===== src/rtl/alu_arbiter_if.sv =====
// Request/response and ALU-drive bundle for alu_arbiter.
// master: the two requesters plus the ALU; slave: the arbiter.
interface alu_arbiter_if #(
  parameter int WIDTH = 32,
  parameter int OP_W  = 4
);
  logic             req0_valid;
  logic [OP_W-1:0]  req0_op;
  logic [WIDTH-1:0] req0_a;
  logic [WIDTH-1:0] req0_b;
  logic             req0_ready;
  logic             req1_valid;
  logic [OP_W-1:0]  req1_op;
  logic [WIDTH-1:0] req1_a;
  logic [WIDTH-1:0] req1_b;
  logic             req1_ready;

  logic             rsp0_valid;
  logic             rsp0_ready;
  logic             rsp1_valid;
  logic             rsp1_ready;
  logic [WIDTH-1:0] rsp_result;
  logic             rsp_carry;
  logic             rsp_sign;
  logic             rsp_zero;
  logic             rsp_dz;

  logic [OP_W-1:0]  alu_com;
  logic [WIDTH-1:0] alu_in0;
  logic [WIDTH-1:0] alu_in1;
  logic [WIDTH-1:0] alu_out;
  logic             alu_carry;
  logic             alu_sign;
  logic             alu_zero;

  modport master (
    output req0_valid, req0_op, req0_a, req0_b,
    output req1_valid, req1_op, req1_a, req1_b,
    output rsp0_ready, rsp1_ready,
    output alu_out, alu_carry, alu_sign, alu_zero,
    input  req0_ready, req1_ready, rsp0_valid, rsp1_valid,
    input  rsp_result, rsp_carry, rsp_sign, rsp_zero, rsp_dz,
    input  alu_com, alu_in0, alu_in1
  );

  modport slave (
    input  req0_valid, req0_op, req0_a, req0_b,
    input  req1_valid, req1_op, req1_a, req1_b,
    input  rsp0_ready, rsp1_ready,
    input  alu_out, alu_carry, alu_sign, alu_zero,
    output req0_ready, req1_ready, rsp0_valid, rsp1_valid,
    output rsp_result, rsp_carry, rsp_sign, rsp_zero, rsp_dz,
    output alu_com, alu_in0, alu_in1
  );
endinterface


===== src/rtl/alu_arbiter.sv =====
// Round-robin two-port sequencer in front of the shared ALU; traps DIV/MOD by
// zero locally and returns result plus the ALU's registered flags.
module alu_arbiter #(
  parameter int              WIDTH       = 32,
  parameter int              OP_W        = 4,
  parameter logic [OP_W-1:0] OP_THA_WORD = OP_W'(0),
  parameter logic [OP_W-1:0] OP_DIV      = OP_W'(4),
  parameter logic [OP_W-1:0] OP_MOD      = OP_W'(5)
) (
  input logic         clk,
  input logic         rst,
  alu_arbiter_if.slave bus
);
  localparam logic [1:0] IDLE  = 2'd0;
  localparam logic [1:0] EXEC  = 2'd1;
  localparam logic [1:0] FLAGS = 2'd2;
  localparam logic [1:0] RESP  = 2'd3;

  logic [1:0]       state_reg, state_next;
  logic             prio_reg;
  logic             owner_reg;
  logic [OP_W-1:0]  op_reg;
  logic [WIDTH-1:0] a_reg, b_reg, result_reg;
  logic             carry_reg, sign_reg, zero_reg, dz_reg;

  logic             any_req;
  logic             grant;
  logic [OP_W-1:0]  sel_op;
  logic [WIDTH-1:0] sel_a, sel_b;
  logic             trap;
  logic             accept;
  logic             rsp_go;
  logic             alu_busy;

  // Contention goes to prio; a lone requester wins regardless of prio.
  assign any_req = bus.req0_valid | bus.req1_valid;
  assign grant   = (bus.req0_valid & bus.req1_valid) ? prio_reg : bus.req1_valid;
  assign sel_op  = grant ? bus.req1_op : bus.req0_op;
  assign sel_a   = grant ? bus.req1_a  : bus.req0_a;
  assign sel_b   = grant ? bus.req1_b  : bus.req0_b;
  assign trap    = ((sel_op == OP_DIV) || (sel_op == OP_MOD)) && (sel_b == '0);

  // Ready is gated by rst so it is low while reset is held, not only after.
  assign accept         = (state_reg == IDLE) && any_req && !rst;
  assign bus.req0_ready = accept && !grant;
  assign bus.req1_ready = accept && grant;

  assign bus.rsp0_valid = (state_reg == RESP) && !owner_reg;
  assign bus.rsp1_valid = (state_reg == RESP) && owner_reg;
  assign rsp_go         = (state_reg == RESP) &&
                          (owner_reg ? bus.rsp1_ready : bus.rsp0_ready);

  assign bus.rsp_result = result_reg;
  assign bus.rsp_carry  = carry_reg;
  assign bus.rsp_sign   = sign_reg;
  assign bus.rsp_zero   = zero_reg;
  assign bus.rsp_dz     = dz_reg;

  // Idle ALU sees a pass-through op with zero operands so its flags stay put.
  assign alu_busy    = (state_reg == EXEC) || (state_reg == FLAGS);
  assign bus.alu_com = alu_busy ? op_reg : OP_THA_WORD;
  assign bus.alu_in0 = alu_busy ? a_reg  : '0;
  assign bus.alu_in1 = alu_busy ? b_reg  : '0;

  always_comb begin
    state_next = state_reg;
    case (state_reg)
      IDLE:    if (any_req) state_next = trap ? RESP : EXEC;
      EXEC:    state_next = FLAGS;
      FLAGS:   state_next = RESP;
      RESP:    if (rsp_go) state_next = IDLE;
      default: state_next = IDLE;
    endcase
  end

  always_ff @(posedge clk or posedge rst) begin
    if (rst) begin
      state_reg  <= IDLE;
      prio_reg   <= 1'b0;
      owner_reg  <= 1'b0;
      op_reg     <= OP_THA_WORD;
      a_reg      <= '0;
      b_reg      <= '0;
      result_reg <= '0;
      carry_reg  <= 1'b0;
      sign_reg   <= 1'b0;
      zero_reg   <= 1'b0;
      dz_reg     <= 1'b0;
    end else begin
      state_reg <= state_next;
      case (state_reg)
        IDLE: begin
          if (any_req) begin
            owner_reg <= grant;
            op_reg    <= sel_op;
            a_reg     <= sel_a;
            b_reg     <= sel_b;
            if (trap) begin
              result_reg <= '0;
              dz_reg     <= 1'b1;
              carry_reg  <= 1'b0;
              sign_reg   <= 1'b0;
              zero_reg   <= 1'b0;
            end
          end
        end
        EXEC: begin
          result_reg <= bus.alu_out;
          dz_reg     <= 1'b0;
        end
        FLAGS: begin
          // Flags were registered inside the ALU on the EXEC edge.
          carry_reg <= bus.alu_carry;
          sign_reg  <= bus.alu_sign;
          zero_reg  <= bus.alu_zero;
        end
        RESP: begin
          if (rsp_go) prio_reg <= ~owner_reg;
        end
        default: ;
      endcase
    end
  end
endmodule


===== src/flat_wrapper.sv =====
// flat-port wrapper written by rule: the top's interface ports become plain ports
module alu_arbiter_flat 
#(
  parameter int              WIDTH       = 32,
  parameter int              OP_W        = 4,
  parameter logic [OP_W-1:0] OP_THA_WORD = OP_W'(0),
  parameter logic [OP_W-1:0] OP_DIV      = OP_W'(4),
  parameter logic [OP_W-1:0] OP_MOD      = OP_W'(5)
)
  (clk, rst, bus_req0_valid, bus_req0_op, bus_req0_a, bus_req0_b, bus_req1_valid, bus_req1_op, bus_req1_a, bus_req1_b, bus_rsp0_ready, bus_rsp1_ready, bus_alu_out, bus_alu_carry, bus_alu_sign, bus_alu_zero, bus_req0_ready, bus_req1_ready, bus_rsp0_valid, bus_rsp1_valid, bus_rsp_result, bus_rsp_carry, bus_rsp_sign, bus_rsp_zero, bus_rsp_dz, bus_alu_com, bus_alu_in0, bus_alu_in1);
  alu_arbiter_if #(.WIDTH(WIDTH), .OP_W(OP_W)) bus_i ();
  input logic clk;
  input logic rst;
  input wire logic [$bits(bus_i.req0_valid)-1:0] bus_req0_valid;
  input wire logic [$bits(bus_i.req0_op)-1:0] bus_req0_op;
  input wire logic [$bits(bus_i.req0_a)-1:0] bus_req0_a;
  input wire logic [$bits(bus_i.req0_b)-1:0] bus_req0_b;
  input wire logic [$bits(bus_i.req1_valid)-1:0] bus_req1_valid;
  input wire logic [$bits(bus_i.req1_op)-1:0] bus_req1_op;
  input wire logic [$bits(bus_i.req1_a)-1:0] bus_req1_a;
  input wire logic [$bits(bus_i.req1_b)-1:0] bus_req1_b;
  input wire logic [$bits(bus_i.rsp0_ready)-1:0] bus_rsp0_ready;
  input wire logic [$bits(bus_i.rsp1_ready)-1:0] bus_rsp1_ready;
  input wire logic [$bits(bus_i.alu_out)-1:0] bus_alu_out;
  input wire logic [$bits(bus_i.alu_carry)-1:0] bus_alu_carry;
  input wire logic [$bits(bus_i.alu_sign)-1:0] bus_alu_sign;
  input wire logic [$bits(bus_i.alu_zero)-1:0] bus_alu_zero;
  output wire logic [$bits(bus_i.req0_ready)-1:0] bus_req0_ready;
  output wire logic [$bits(bus_i.req1_ready)-1:0] bus_req1_ready;
  output wire logic [$bits(bus_i.rsp0_valid)-1:0] bus_rsp0_valid;
  output wire logic [$bits(bus_i.rsp1_valid)-1:0] bus_rsp1_valid;
  output wire logic [$bits(bus_i.rsp_result)-1:0] bus_rsp_result;
  output wire logic [$bits(bus_i.rsp_carry)-1:0] bus_rsp_carry;
  output wire logic [$bits(bus_i.rsp_sign)-1:0] bus_rsp_sign;
  output wire logic [$bits(bus_i.rsp_zero)-1:0] bus_rsp_zero;
  output wire logic [$bits(bus_i.rsp_dz)-1:0] bus_rsp_dz;
  output wire logic [$bits(bus_i.alu_com)-1:0] bus_alu_com;
  output wire logic [$bits(bus_i.alu_in0)-1:0] bus_alu_in0;
  output wire logic [$bits(bus_i.alu_in1)-1:0] bus_alu_in1;
  assign bus_i.req0_valid = bus_req0_valid;
  assign bus_i.req0_op = bus_req0_op;
  assign bus_i.req0_a = bus_req0_a;
  assign bus_i.req0_b = bus_req0_b;
  assign bus_i.req1_valid = bus_req1_valid;
  assign bus_i.req1_op = bus_req1_op;
  assign bus_i.req1_a = bus_req1_a;
  assign bus_i.req1_b = bus_req1_b;
  assign bus_i.rsp0_ready = bus_rsp0_ready;
  assign bus_i.rsp1_ready = bus_rsp1_ready;
  assign bus_i.alu_out = bus_alu_out;
  assign bus_i.alu_carry = bus_alu_carry;
  assign bus_i.alu_sign = bus_alu_sign;
  assign bus_i.alu_zero = bus_alu_zero;
  assign bus_req0_ready = bus_i.req0_ready;
  assign bus_req1_ready = bus_i.req1_ready;
  assign bus_rsp0_valid = bus_i.rsp0_valid;
  assign bus_rsp1_valid = bus_i.rsp1_valid;
  assign bus_rsp_result = bus_i.rsp_result;
  assign bus_rsp_carry = bus_i.rsp_carry;
  assign bus_rsp_sign = bus_i.rsp_sign;
  assign bus_rsp_zero = bus_i.rsp_zero;
  assign bus_rsp_dz = bus_i.rsp_dz;
  assign bus_alu_com = bus_i.alu_com;
  assign bus_alu_in0 = bus_i.alu_in0;
  assign bus_alu_in1 = bus_i.alu_in1;
  alu_arbiter #(.WIDTH(WIDTH), .OP_W(OP_W), .OP_THA_WORD(OP_THA_WORD), .OP_DIV(OP_DIV), .OP_MOD(OP_MOD)) u_core (.clk(clk), .rst(rst), .bus(bus_i));
endmodule

===== config.mk =====
export PLATFORM = sky130hd
export DESIGN_NAME = alu_arbiter_flat
export DESIGN_NICKNAME = d
export VERILOG_FILES = /design/src/rtl/alu_arbiter_if.sv /design/src/rtl/alu_arbiter.sv /design/src/flat_wrapper.sv
export SDC_FILE = /design/constraint.sdc
export NUM_CORES = 1
export LEC_CHECK = 0
export CORE_MARGIN = 1
export CORE_UTILIZATION = 41
export CTS_BUF_LIST = sky130_fd_sc_hd__clkbuf_8
export CTS_CLUSTER_DIAMETER = 100
export CTS_CLUSTER_SIZE = 14
export DETAILED_ROUTE_END_ITERATION = 8
export GPL_ROUTABILITY_DRIVEN = 0
export PLACE_DENSITY = 0.83
export SLEW_MARGIN = 10
export SYNTH_ARGS = -nofsm -noshare
export SYNTH_HDL_FRONTEND = slang
export SYNTH_SLANG_ARGS = --single-unit

===== constraint.sdc =====
create_clock -name clk -period 3.5 [get_ports clk]
set_input_delay 0.35 -clock clk [delete_from_list [all_inputs] [get_ports clk]]
set_output_delay 0.35 -clock clk [all_outputs]
set_load 0.03 [all_outputs]

==> flow_summary.toml, run 1 <==
[place]
dp_hpwl_um = 12500
place_area_um2 = 8430
portBuffers = 284

[global_routing]
grt_max_degree = 138
antenna_found_initial = 0
grt_overflow = 0
grt_usage_pct = 24.5
grt_pass1_wl_um = 26700
grt_pass1_vias = 5241

[worst_setup_path]
worstSetupPathType = "flip-flop to primary output"
worst_setup_path_start_kind = "flip-flop"
cp_max_fo = 43
cp.arrival_ns = 2.73
endpoint_kind = "primary output"
worstPathRequired_ns = 3.15

[floorplan]
die_width_um = 118
start_util_pct = 42.7
die_area_um2 = 13800
ios = 285
die_h_um = 118
core_area_um2 = 12800
rows = 41

[power_and_ir_drop]
irDropWorstVdd_uv = 507
switching_power_mw = 3.59
power_frac_comb_pct = 62.5
clkPwrFrac_pct = 9.9
cellInternalPower_mw = 4.30
leakage_nw = 3.73
netSwitchingFraction_pct = 45.5
p_seq_share_pct = 27.6
p_per_area_nw_per_um2 = 915

[flow_run]
drv_cap = 0

[worst_hold_path]
min_path_type = "flip-flop to flip-flop"

[cells_and_area]
layout-drive-gt1-share_pct = 4.51
mostFrequentLayoutCells = "284 x clkdlybuf4s50_1, 108 x dfrtp_1, 77 x nand2_1"
utilization_pct = 67.3
design_area_um2 = 8630
finalNetCount = 974
antenna_cells = 0
area_growth_pct = 57.8
layout_commonest_cell = "clkdlybuf4s50_1"

[cts]
clkLatencyLatePin_ns = 0.38
clkTransAtPathRegs_ns = 0.10
cts_max_path_buffers = 2
cts_setup_buffers = 0
cts_tree = "yes"
postCtsHoldBufs = 0
ctsResizeCount = 0
cts.sinks = 108
cts_inserted_buffers = 9
h-tree-depth = 3
root_buffer = "clkbuf_8"

[yosys]
synthTopCellsByArea = "dfrtp_1 49%, mux2i_1 13%, and2_1 8.1%"
ys_warn_count = 0
ys_seq_area_share_pct = 49.4
yosys.area.top_type = "dfrtp_1"
synthesis.nets = 711
synth_cell_types = 37
synth_top_area_share_pct = 49.4
syn_inst = 530
synth_area_um2 = 5470
syn_avg_cell_area_um2 = 10.3
ys_seq_elements = 108

[routing]
avgViaCountPerCell = 5.11
wire_per_inst_um = 16.9
ant_nets = 0
drt_iter0_drc = 172
route.detailed.drc = 0
wl_um = 16400
vias = 4953
first_pass_iters = 4

[timing]
setup_viol = 0
slew-limit-headroom_pct = 26.1
rsz0062_at_grt = "no"
worst_pin_slew_ns = 1.11
finClkSkew_ns = 0.00827
maxSlewViolCount = 0
clock.fmax_mhz = 325
period_needed_ns = 3.08
finalCritPeriodShare_pct = 87.9
hold_viol_final = 0
setup_tns_ns = 0

[outcome]
outcome = "complete, no violations"
[per-layer routing]
layer | wire [um] | GRT usage [%]
met1 | 6530 | 28.2
met2 | 8260 | 43.3
met5 | 0 | 0
met3 | 1110 | 5.23
met4 | 528 | 11.8
[critical path: stages, from the launching register on]
cell and delay [ns]:
dfrtp_1 0.44, inv_1 0.11, ha_2 0.63, buf_12 0.25, and2_1 0.15, clkdlybuf4s50_1 0.74
[area by class of cell]
cell class / instances / area [um^2]
fillers: 996 / 4190
flip-flops and latches: 108 / 2700
multi-input cells: 380 / 2580
well taps: 172 / 215
inverters: 4 / 17.5
clock inverters: 7 / 75.1
clock buffers: 9 / 124
repair buffers: 290 / 2910
[power by group through the flow]
| stage | logic [mW] | registers [mW] | clock network (mW) |
|---|---|---|---|
| floorplan | 2.68 | 2.50 | 0 |
| global placement | 4.89 | 2.17 | 0 |
| detailed placement | 4.97 | 2.19 | 0 |
| CTS | 4.98 | 2.18 | 0.809 |
| global route | 5.29 | 2.25 | 0.848 |
| finish | 4.93 | 2.18 | 0.785 |
[worst paths after layout]
kind	from	endpoint	slack, ns	depth (start not counted)
worst min-delay path	u_core.b_reg[26]	u_core.b_reg[26]	0.48	2
min in group asynchronous	rst	u_core.bus.rsp_sign	0.52	2
worst min register to register	u_core.b_reg[26]	u_core.b_reg[26]	0.48	2
worst max-delay path	u_core.state_reg[1]	bus_alu_in1[29]	0.42	5
worst max register to register	u_core.prio_reg	u_core.bus.rsp_result[22]	0.92	6
max in group asynchronous	rst	u_core.b_reg[4]	2.14	3
[synthesized netlist by cell type (all sizes together)]
library cell  instances
a21boi                1
ha                    4
inv                   4
a41o                  1
and2                 71
or4b                  1
buf                  12
a21oi                 4
a2111oi               1
or3                   1
a21o                  1
o21ai                73
clkbuf               26
nor4                 13
mux2i                72
dfrtp               108
o211a                 1
nor2                  6
or4                   3
a22o                 32
nor2b                 1
nand3                 4
nand2                78
nor4b                 1
a221o                 2
a31oi                 1
nor3                  3
o2bb2ai               2
o211ai                1
nand2b                1
nand4                 1
[logic make-up (layout without fill, tap and decap cells)]
| family | count (synthesis) | after routing | synth area share, % |
|---|---|---|---|
| buffers and inverters | 42 | 310 | 3.75 |
| AND/OR/NAND/NOR | 184 | 184 | 17.5 |
| adder cells (fa/ha/maj) | 4 | 4 | 0.915 |
| flip-flops | 108 | 108 | 49.4 |
| AO/OA/AOI/OAI | 120 | 120 | 15.0 |
| multiplexers | 72 | 72 | 13.4 |
[stage by stage]
| stage | cells | power (mW) | setup WS, ns | hold slack (ns) |
|---|---|---|---|---|
| finish | 970 | 7.90 | 0.423 | 0.481 |
| global route | 970 | 8.40 | 0.325 | 0.510 |
| CTS | 970 | 7.97 | 0.409 | 0.489 |
| detailed placement | 954 | 7.17 | 0.455 | 0.464 |
| global placement | 954 | 7.06 | 0.569 | 0.454 |
| floorplan | 530 | 5.18 | 0.304 | 0.442 |
Power figures use the tool's default switching activity.
==> run 2: changes to the inputs <==
--- a/config.mk
+++ b/config.mk
@@ -5,6 +5,7 @@
 export SDC_FILE = /design/constraint.sdc
 export NUM_CORES = 1
 export LEC_CHECK = 0
+export CAP_MARGIN = 10
 export CORE_MARGIN = 1
 export CORE_UTILIZATION = 41
 export CTS_BUF_LIST = sky130_fd_sc_hd__clkbuf_8
==> results of run 2 <==
The final DEF is identical to that of run 1; final timing and power are the same.
==> run 3: changes to the inputs <==
--- a/config.mk
+++ b/config.mk
@@ -13,6 +13,7 @@
 export CTS_CLUSTER_SIZE = 14
 export DETAILED_ROUTE_END_ITERATION = 8
 export GPL_ROUTABILITY_DRIVEN = 0
+export HOLD_SLACK_MARGIN = 0.06
 export PLACE_DENSITY = 0.83
 export SLEW_MARGIN = 10
 export SYNTH_ARGS = -nofsm -noshare
==> results of run 3 <==
The final DEF is identical to that of run 1; final timing and power are the same.
